### config.mk
export PLATFORM = sky130hd
export DESIGN_NAME = cpu_control_unit
export DESIGN_NICKNAME = d
export VERILOG_FILES = /design/src/rtl/cpu_pkg.sv /design/src/rtl/cpu_control_unit.sv
export SDC_FILE = /design/constraint.sdc
export NUM_CORES = 1
export LEC_CHECK = 0
export ABC_CLOCK_PERIOD_IN_PS = 2600
export CAP_MARGIN = 10
export CORE_MARGIN = 2
export CORE_UTILIZATION = 48
export DETAILED_ROUTE_END_ITERATION = 12
export PLACE_DENSITY_LB_ADDON = 0.08
export SLEW_MARGIN = 0
export SYNTH_ARGS = -nofsm -noshare
export SYNTH_HDL_FRONTEND = slang
export SYNTH_SLANG_ARGS = --single-unit
### constraint.sdc
create_clock -name clk -period 2.6 [get_ports clk]
set_input_delay 0.52 -clock clk [delete_from_list [all_inputs] [get_ports clk]]
set_output_delay 0.52 -clock clk [all_outputs]
set_load 0.1 [all_outputs]
### src/rtl/cpu_pkg.sv
// Shared encodings for the 16-bit accumulator CPU control path:
// opcodes, FSM states, ALU operations and opcode classification.
package cpu_pkg;

    localparam logic [3:0] OP_NOP   = 4'h0;
    localparam logic [3:0] OP_LOAD  = 4'h1;
    localparam logic [3:0] OP_STORE = 4'h2;
    localparam logic [3:0] OP_ADD   = 4'h3;
    localparam logic [3:0] OP_SUB   = 4'h4;
    localparam logic [3:0] OP_AND   = 4'h5;
    localparam logic [3:0] OP_OR    = 4'h6;
    localparam logic [3:0] OP_JMP   = 4'h7;
    localparam logic [3:0] OP_JZ    = 4'h8;
    localparam logic [3:0] OP_LDI   = 4'h9;
    localparam logic [3:0] OP_HALT  = 4'hF;

    typedef enum logic [2:0] {
        S_FETCH  = 3'd0,
        S_DECODE = 3'd1,
        S_EXEC   = 3'd2,
        S_MEM    = 3'd3,
        S_HALTED = 3'd4
    } state_t;

    typedef enum logic [2:0] {
        ALU_ADD  = 3'd0,
        ALU_SUB  = 3'd1,
        ALU_AND  = 3'd2,
        ALU_OR   = 3'd3,
        ALU_PASS = 3'd4
    } alu_op_t;

    // Opcodes that need an operand access through the shared memory port.
    function automatic logic is_mem_op(input logic [3:0] op);
        return (op == OP_LOAD) || (op == OP_STORE) || (op == OP_ADD) ||
               (op == OP_SUB)  || (op == OP_AND)   || (op == OP_OR);
    endfunction

endpackage

### src/rtl/cpu_control_unit.sv
// Multi-cycle control FSM: fetch / decode / execute / memory with halt,
// sticky illegal-opcode and memory-timeout detection.
module cpu_control_unit
    import cpu_pkg::*;
#(
    parameter int CNT_W       = 16,
    parameter int MEM_TIMEOUT = 255
) (
    input  logic             clk,
    input  logic             rst,
    input  logic             halt_program,
    input  logic [3:0]       op_code,
    input  logic             acc_zero,
    input  logic             mem_ready,
    output logic             mem_read,
    output logic             mem_write,
    output logic             addr_sel,
    output logic             ir_load,
    output logic             pc_inc,
    output logic             pc_load,
    output logic             acc_load,
    output logic             acc_src,
    output logic [2:0]       alu_op,
    output logic [2:0]       state,
    output logic             halted,
    output logic             illegal_op,
    output logic             bus_error,
    output logic [CNT_W-1:0] instr_count
);

    // The counter only has to reach MEM_TIMEOUT-1: the edge after that wait ends the access.
    localparam int                WAIT_W    = (MEM_TIMEOUT < 2) ? 1 : $clog2(MEM_TIMEOUT);
    localparam logic [WAIT_W-1:0] WAIT_LAST = WAIT_W'(MEM_TIMEOUT - 1);

    state_t            cur_state;
    state_t            next_state;
    alu_op_t           alu_sel;
    logic [WAIT_W-1:0] wait_cnt;
    logic              waiting;
    logic              retire;
    logic              flag_illegal;
    logic              timeout;

    assign state  = cur_state;
    assign halted = (cur_state == S_HALTED);
    assign alu_op = alu_sel;

    always_comb begin
        next_state   = cur_state;
        mem_read     = 1'b0;
        mem_write    = 1'b0;
        addr_sel     = 1'b0;
        ir_load      = 1'b0;
        pc_inc       = 1'b0;
        pc_load      = 1'b0;
        acc_load     = 1'b0;
        acc_src      = 1'b0;
        alu_sel      = ALU_ADD;
        retire       = 1'b0;
        flag_illegal = 1'b0;
        timeout      = 1'b0;
        waiting      = 1'b0;

        if (!rst) begin
            case (cur_state)
                S_FETCH: begin
                    if (!halt_program) begin
                        mem_read = 1'b1;
                        if (mem_ready) begin
                            ir_load    = 1'b1;
                            pc_inc     = 1'b1;
                            next_state = S_DECODE;
                        end
                    end
                end
                S_DECODE: next_state = S_EXEC;
                S_EXEC: begin
                    next_state = S_FETCH;
                    case (op_code)
                        OP_NOP: retire = 1'b1;
                        OP_LDI: begin
                            acc_load = 1'b1;
                            acc_src  = 1'b1;
                            retire   = 1'b1;
                        end
                        OP_JMP: begin
                            pc_load = 1'b1;
                            retire  = 1'b1;
                        end
                        OP_JZ: begin
                            pc_load = acc_zero;
                            retire  = 1'b1;
                        end
                        OP_HALT: begin
                            retire     = 1'b1;
                            next_state = S_HALTED;
                        end
                        default: begin
                            if (is_mem_op(op_code)) begin
                                next_state = S_MEM;
                            end else begin
                                flag_illegal = 1'b1;
                                retire       = 1'b1;
                            end
                        end
                    endcase
                end
                S_MEM: begin
                    addr_sel  = 1'b1;
                    mem_write = (op_code == OP_STORE);
                    mem_read  = (op_code != OP_STORE);
                    if (mem_ready) begin
                        retire     = 1'b1;
                        next_state = S_FETCH;
                        if (op_code != OP_STORE) begin
                            acc_load = 1'b1;
                            case (op_code)
                                OP_ADD:  alu_sel = ALU_ADD;
                                OP_SUB:  alu_sel = ALU_SUB;
                                OP_AND:  alu_sel = ALU_AND;
                                OP_OR:   alu_sel = ALU_OR;
                                default: alu_sel = ALU_PASS;
                            endcase
                        end
                    end
                end
                default: next_state = cur_state;
            endcase

            // A ready arriving on the last allowed wait cycle still wins over the timeout.
            waiting = (mem_read || mem_write) && !mem_ready;
            if (MEM_TIMEOUT != 0 && waiting && wait_cnt == WAIT_LAST) begin
                timeout    = 1'b1;
                next_state = S_HALTED;
            end
        end
    end

    always_ff @(posedge clk or posedge rst) begin
        if (rst) begin
            cur_state   <= S_FETCH;
            wait_cnt    <= '0;
            illegal_op  <= 1'b0;
            bus_error   <= 1'b0;
            instr_count <= '0;
        end else begin
            cur_state <= next_state;
            if (waiting && next_state == cur_state) begin
                wait_cnt <= wait_cnt + 1'b1;
            end else begin
                wait_cnt <= '0;
            end
            if (retire) begin
                instr_count <= instr_count + 1'b1;
            end
            if (flag_illegal) begin
                illegal_op <= 1'b1;
            end
            if (timeout) begin
                bus_error <= 1'b1;
            end
        end
    end

endmodule
==> impl_metrics.csv, run 1 <==
group,metric,value,unit
power,vdd_drop_max,0.5162,mV
cells_and_area,fin_util,73.21,%
power,p_seq_share,31.5,%
drt,drt-pass1-iter-count,4,
place,hpwl,2648,microns
clock_network,cts_tree,"yes",
die,io_pins,42,
die,die_x,61.11,microns
drt,drt_iter0_markers,83,
global_route,grt_pass1_vias,1361,
run,max-cap-violations,0,
drt,drc,0,
global_route,grt.met3_usage,7.563,%
sta,period_needed,2.470,ns
drt,routed_via_density,5.394,
sta,setup_ws,0.1299,ns
global_route,grt_overflow,0,
power,power.density,927.4,mW/mm^2
sta,worst_slew_pin_slew,0.3945,ns
drt,postRouteAntennaNets,0,
sta,setup_tns,0,ns
synthesis,synth_most_common_cell,"dfrtp_1",
synthesis,yosys-top-cells-area,"dfrtp_1, xnor2_1, nor2_1",
die,rows,20,
global_route,grtUsageMet2,35.41,%
drt,num_vias,1397,
cells_and_area,drive_gt1_share,31.16,%
cells_and_area,diodes,0,
power,p_sw_share,54.48,%
clock_network,cts.sinks,29,
synthesis,synth_ff_type,"dfrtp_1",
power,leakagePower,0.9803,nW
critical_path,worstPathRequired,2.08,ns
synthesis,synth.avg_cell_area,9.373,sq um
synthesis,ys_seq_area_share,46.36,%
clock_network,cts_buffers,5,
synthesis,yosysWarnings,0,
power,p_comb_share,55.2,%
global_route,grt-busiest-layer,"met2",
synthesis,synthArstFlopShare,100.0,%
synthesis,syn_nets,179,
cells_and_area,syn_to_final_growth,43.96,%
sta,post-route-period-util,95.00,%
die,die_h,61.11,microns
clock_network,clockBufferDepth,2,
clock_network,htree_levels,2,
power,finalPower,2.090,mW
die,fp.coreArea,0.003078,sq mm
synthesis,yosys.area.top_type_share,46.36,%
global_route,grt_usage,22.48,%
hold_path,min_path_type,"primary input to async pin",
clock_network,cts-root-buf,"clkbuf_4",
synthesis,synth_common_cells,"dfrtp_1, nor2_1, nand2_1",
critical_path,critPathKind,"primary input to primary output",
global_route,antenna_found_initial,0,
synthesis,synth_seq_cells,29,
sta,slew_headroom,73.54,%
sta,fmax,404.8,MHz
critical_path,crit_fanout,3,
synthesis,ys_types,34,
die,start_util,50.85,%
sta,setup_viol,0,
critical_path,crit_path_end_kind,"primary output",
global_route,use_met1,29.00,%
place,pre_cts_slack,0.08996,ns
drt,drt-total-wl,3522,microns
clock_network,cts_setup_buffers,0,
sta,fin_skew,0.005352,ns
synthesis,syn_area,0.001565,sq mm
synthesis,synth_cells,167,
status,status,"complete, no violations",
power,clockPowerShare,13.4,%
synthesis,netlist.top_cell.by_area,"dfrtp_1",
global_route,grt_pass1_wl,6113,microns
sta,drv_slew,0,
die,die_area,0.003734,sq mm
power,switchingPower,1.139,mW
critical_path,critPathLaunchType,"primary input",
critical_path,cp.arrival,1.95,ns
global_route,grt_max_degree,26,
clock_network,hold_buffers,0,
sta,grt_setup_unrepaired,"no",
place,port_buffers,41,
place,routabilityCongestion,0.8319,
synthesis,synth_edf_count,0,
clock_network,clk_latency,0.33,ns
drt,wire_per_inst,13.60,microns
sta,hold_viol,0,
cells_and_area,nets,226,
clock_network,clk_pin_slew,0.09,ns
power,intPower,951.3,uW
[area by class of cell]
| cell class | instances | area (sq um) |
|---|---|---|
| multi-input cells | 125 | 868.3 |
| fillers | 237 | 824.5 |
| inverters | 5 | 18.77 |
| repair buffers | 48 | 518.0 |
| well taps | 44 | 55.05 |
| clock buffers | 8 | 58.81 |
| flip-flops and latches | 29 | 734.5 |
[flip-flops by register name (all words and copies together) (netlist names)]
signal / cells
bus_error: 1
wait_cnt: 8
instr_count: 16
state: 3
illegal_op: 1
[metrics by stage]
stage	hold slack [ns]	area, sq um	cells
floorplan	0.4925	1657	167
global placement	0.4537	2192	251
detailed placement	0.4627	2192	251
CTS	0.4697	2251	259
global route	0.4755	2253	259
finish	0.4658	2253	259
[critical path: stages]
cell and delay [ns]:
clkdlybuf4s50_1 0.45, or2_1 0.24, or3_4 0.37, a21oi_4 0.17, buf_12 0.19
[final timing paths]
path,startpoint,end,slack [ns],depth (start not counted)
min in group clk,bus_error$_DFFE_PP0P_,bus_error$_DFFE_PP0P_,0.48,1
max in group asynchronous,rst,state[1]$_DFF_PP0_,1.55,3
worst max-delay path,rst,pc_load,0.13,5
worst max register to register,state[1]$_DFF_PP0_,wait_cnt[1]$_DFF_PP0_,0.66,4
worst min register to register,bus_error$_DFFE_PP0P_,bus_error$_DFFE_PP0P_,0.48,1
worst min-delay path,rst,bus_error$_DFFE_PP0P_,0.47,2
[cells by family after synthesis]
| logic type | count (synthesis) | synth area share, % |
|---|---|---|
| AOI/OAI and AO/OA | 16 | 6.875 |
| xor gates and xnor gates | 22 | 12.31 |
| adders and majority gates | 3 | 2.398 |
| buffers and inverters | 13 | 3.597 |
| DFF | 29 | 46.36 |
| and+or+nand+nor | 84 | 28.46 |
[power by group through the flow]
stage / Sequential (mW) / Combinational [mW] / Clock, mW
floorplan: 1.10 / 0.454 / 0
global placement: 0.661 / 1.14 / 0
detailed placement: 0.666 / 1.15 / 0
CTS: 0.657 / 1.16 / 0.288
global route: 0.680 / 1.21 / 0.312
finish: 0.657 / 1.15 / 0.280
[placed cells by master, fill, tap and decap left out, drive strengths merged, types with 3 or more instances in the layout]
cell / n
buf: 40
nand4: 11
nand2: 16
nand4b: 3
nand3: 12
dfrtp: 29
a21oi: 6
and3: 5
o21ai: 3
inv: 5
or3: 4
xor2: 8
or2: 3
nor3: 7
nor2: 19
xnor2: 14
ha: 3
clkbuf: 8
clkdlybuf4s50: 8
[per-layer routing]
layer / routed length, microns / up-vias
met4: 45 / 0
met1: 1486 / 672
met5: 0 / -
li1: - / 674
met3: 231 / 6
met2: 1759 / 45
[what timing repair did]
item	4_1_cts	5_1_grt
setup endpoints to repair	0	1
gates resized for setup	0	1
endpoints found under the hold margin	0	0
Power figures use the tool's default switching activity.
==> run 2, diff against run 1 <==
--- a/config.mk
+++ b/config.mk
@@ -10,6 +10,7 @@
 export CORE_MARGIN = 2
 export CORE_UTILIZATION = 48
 export DETAILED_ROUTE_END_ITERATION = 12
+export MAX_ROUTING_LAYER = met4
 export PLACE_DENSITY_LB_ADDON = 0.08
 export SLEW_MARGIN = 0
 export SYNTH_ARGS = -nofsm -noshare
==> impl_metrics.csv, run 2 (synthesized netlist as in run 1, its figures left out) <==
group,metric,value,unit
critical_path,crit_fanout,3,
cells_and_area,final_common_cell,"buf_4",
global_route,grt_pass1_vias,1361,
critical_path,worstPathRequired,2.08,ns
drt,postRouteAntennaNets,0,
critical_path,reg2reg_setup_slack,0.66,ns
critical_path,slowest_stage,"clkdlybuf4s50_1",
drt,drt-total-wl,3557,microns
clock_network,cts-root-buf,"clkbuf_4",
critical_path,crit_path_end_kind,"primary output",
cells_and_area,drive_gt1_share,31.16,%
cells_and_area,largest-register,"instr_count",
sta,grt_setup_unrepaired,"no",
die,die_area,0.003734,sq mm
drt,routed.top_layer,"met4",
sta,period_needed,2.472,ns
power,finalPower,2.092,mW
critical_path,max_stage_delay,0.46,ns
drt,routed_via_density,5.425,
power,vdd_drop_max,0.5149,mV
drt,drc,0,
die,die_h,61.11,microns
cells_and_area,syn_to_final_growth,43.96,%
cells_and_area,stdcell_count,259,
place,port_buffers,41,
sta,drv_slew,0,
global_route,antenna_found_initial,0,
drt,wire_per_inst,13.73,microns
sta,fin_skew,0.005917,ns
clock_network,cts_setup_buffers,0,
place,routabilityCongestion,0.8447,
place,dp.cells,251,
clock_network,cts_tree,"yes",
sta,post-route-period-util,95.09,%
critical_path,cp.arrival,1.95,ns
drt,dr_wl_met3,249,microns
sta,fin_hold_ws,0.4715,ns
clock_network,cts.sinks,29,
critical_path,reg2reg_depth,4,
hold_path,min_path_type,"primary input to async pin",
sta,hold_viol,0,
drt,m1WireLength,1495,microns
sta,worst_slew_pin_slew,0.3864,ns
clock_network,cts-resized-gates,0,
critical_path,critPathKind,"primary input to primary output",
cells_and_area,nets,226,
cells_and_area,diodes,0,
clock_network,clk_latency,0.32,ns
place,hpwl,2648,microns
run,max-cap-violations,0,
critical_path,cp_cell_sequence,"clkdlybuf4s50_1, or2_1, or3_4, a21oi_4, buf_12",
clock_network,clk_pin_slew,0.09,ns
drt,num_vias,1405,
power,leakagePower,0.9803,nW
power,power.density,928.4,mW/mm^2
cells_and_area,mostFrequentLayoutCells,"buf_4, dfrtp_1, nand2_1, xnor2_1, nor2_1",
die,rows,20,
clock_network,htree_levels,2,
clock_network,cts_buffers,5,
critical_path,path_buf_inv,2,
critical_path,r2r-end,"wait_cnt[1]$_DFF_PP0_",
clock_network,clockBufferDepth,2,
sta,fmax,404.5,MHz
global_route,grt_max_degree,26,
drt,drt-pass1-iter-count,4,
die,fp.coreArea,0.003078,sq mm
global_route,grt_overflow,0,
sta,slew_headroom,74.08,%
critical_path,crit_family,"buffers and inverters",
global_route,grt_usage,23.25,%
status,status,"complete, no violations",
drt,met2WireLength,1770,microns
die,die_x,61.11,microns
die,io_pins,42,
critical_path,rr_startpoint,"state[1]$_DFF_PP0_",
global_route,grt_pass1_wl,6127,microns
clock_network,hold_buffers,0,
critical_path,critPathLaunchType,"primary input",
cells_and_area,largest_reg_flops,16,
sta,setup_viol,0,
drt,drt_iter0_markers,76,
die,start_util,50.85,%
## run 2: final cells by class
cell class,count,area [sq um]
clock buffers,8,58.81
flip-flops and latches,29,734.5
repair buffers,48,518.0
fillers,237,824.5
inverters,5,18.77
well taps,44,55.05
multi-input cells,125,868.3
## run 2: worst max-delay path by stage
stage / to / cells past startpoint / start
floorplan: halted / 2 / state[0]$_DFF_PP0_
global placement: acc_load / 7 / op_code[2]
detailed placement: acc_load / 7 / op_code[2]
CTS: acc_load / 7 / op_code[2]
global route: acc_load / 7 / op_code[2]
finish: pc_load / 5 / rst
## run 2: metal layers
| layer | GRT usage (%) | up-vias |
|---|---|---|
| li1 | - | 676 |
| met1 | 29.13 | 679 |
| met2 | 35.41 | 44 |
| met3 | 7.563 | 6 |
| met4 | 8.075 | 0 |
| met5 | - | - |
## run 2: metrics by stage
stage	setup slack, ns	setup TNS [ns]	area [sq um]	util, %
after floorplan	-0.04376	-0.07233	1657	-
after CTS	0.07888	0	2251	73.13
final	0.1276	0	2253	73.21
after global routing	0.02944	0	2253	73.21
after global placement	0.1693	0	2192	71.22
after detailed placement	0.08996	0	2192	71.22
## run 2: power by group
| part | leakage (nW) | internal, mW | switching (mW) |
|---|---|---|---|
| Sequential | 0.378 | 0.532 | 0.125 |
| Combinational | 0.570 | 0.286 | 0.868 |
| Clock | 0.0326 | 0.133 | 0.147 |
## run 2: worst register-to-register path: cells and delay by family (launching register included)
kind            cells  cell delay (ns)
compound gates      1             0.42
simple gates        3             0.90
flops               1             0.55
==> run 3, diff against run 2 <==
--- a/config.mk
+++ b/config.mk
@@ -9,6 +9,7 @@
 export CAP_MARGIN = 10
 export CORE_MARGIN = 2
 export CORE_UTILIZATION = 48
+export CTS_CLUSTER_DIAMETER = 150
 export DETAILED_ROUTE_END_ITERATION = 12
 export MAX_ROUTING_LAYER = met4
 export PLACE_DENSITY_LB_ADDON = 0.08
==> results of run 3 <==
The final DEF is identical to that of run 2; final timing and power are the same.
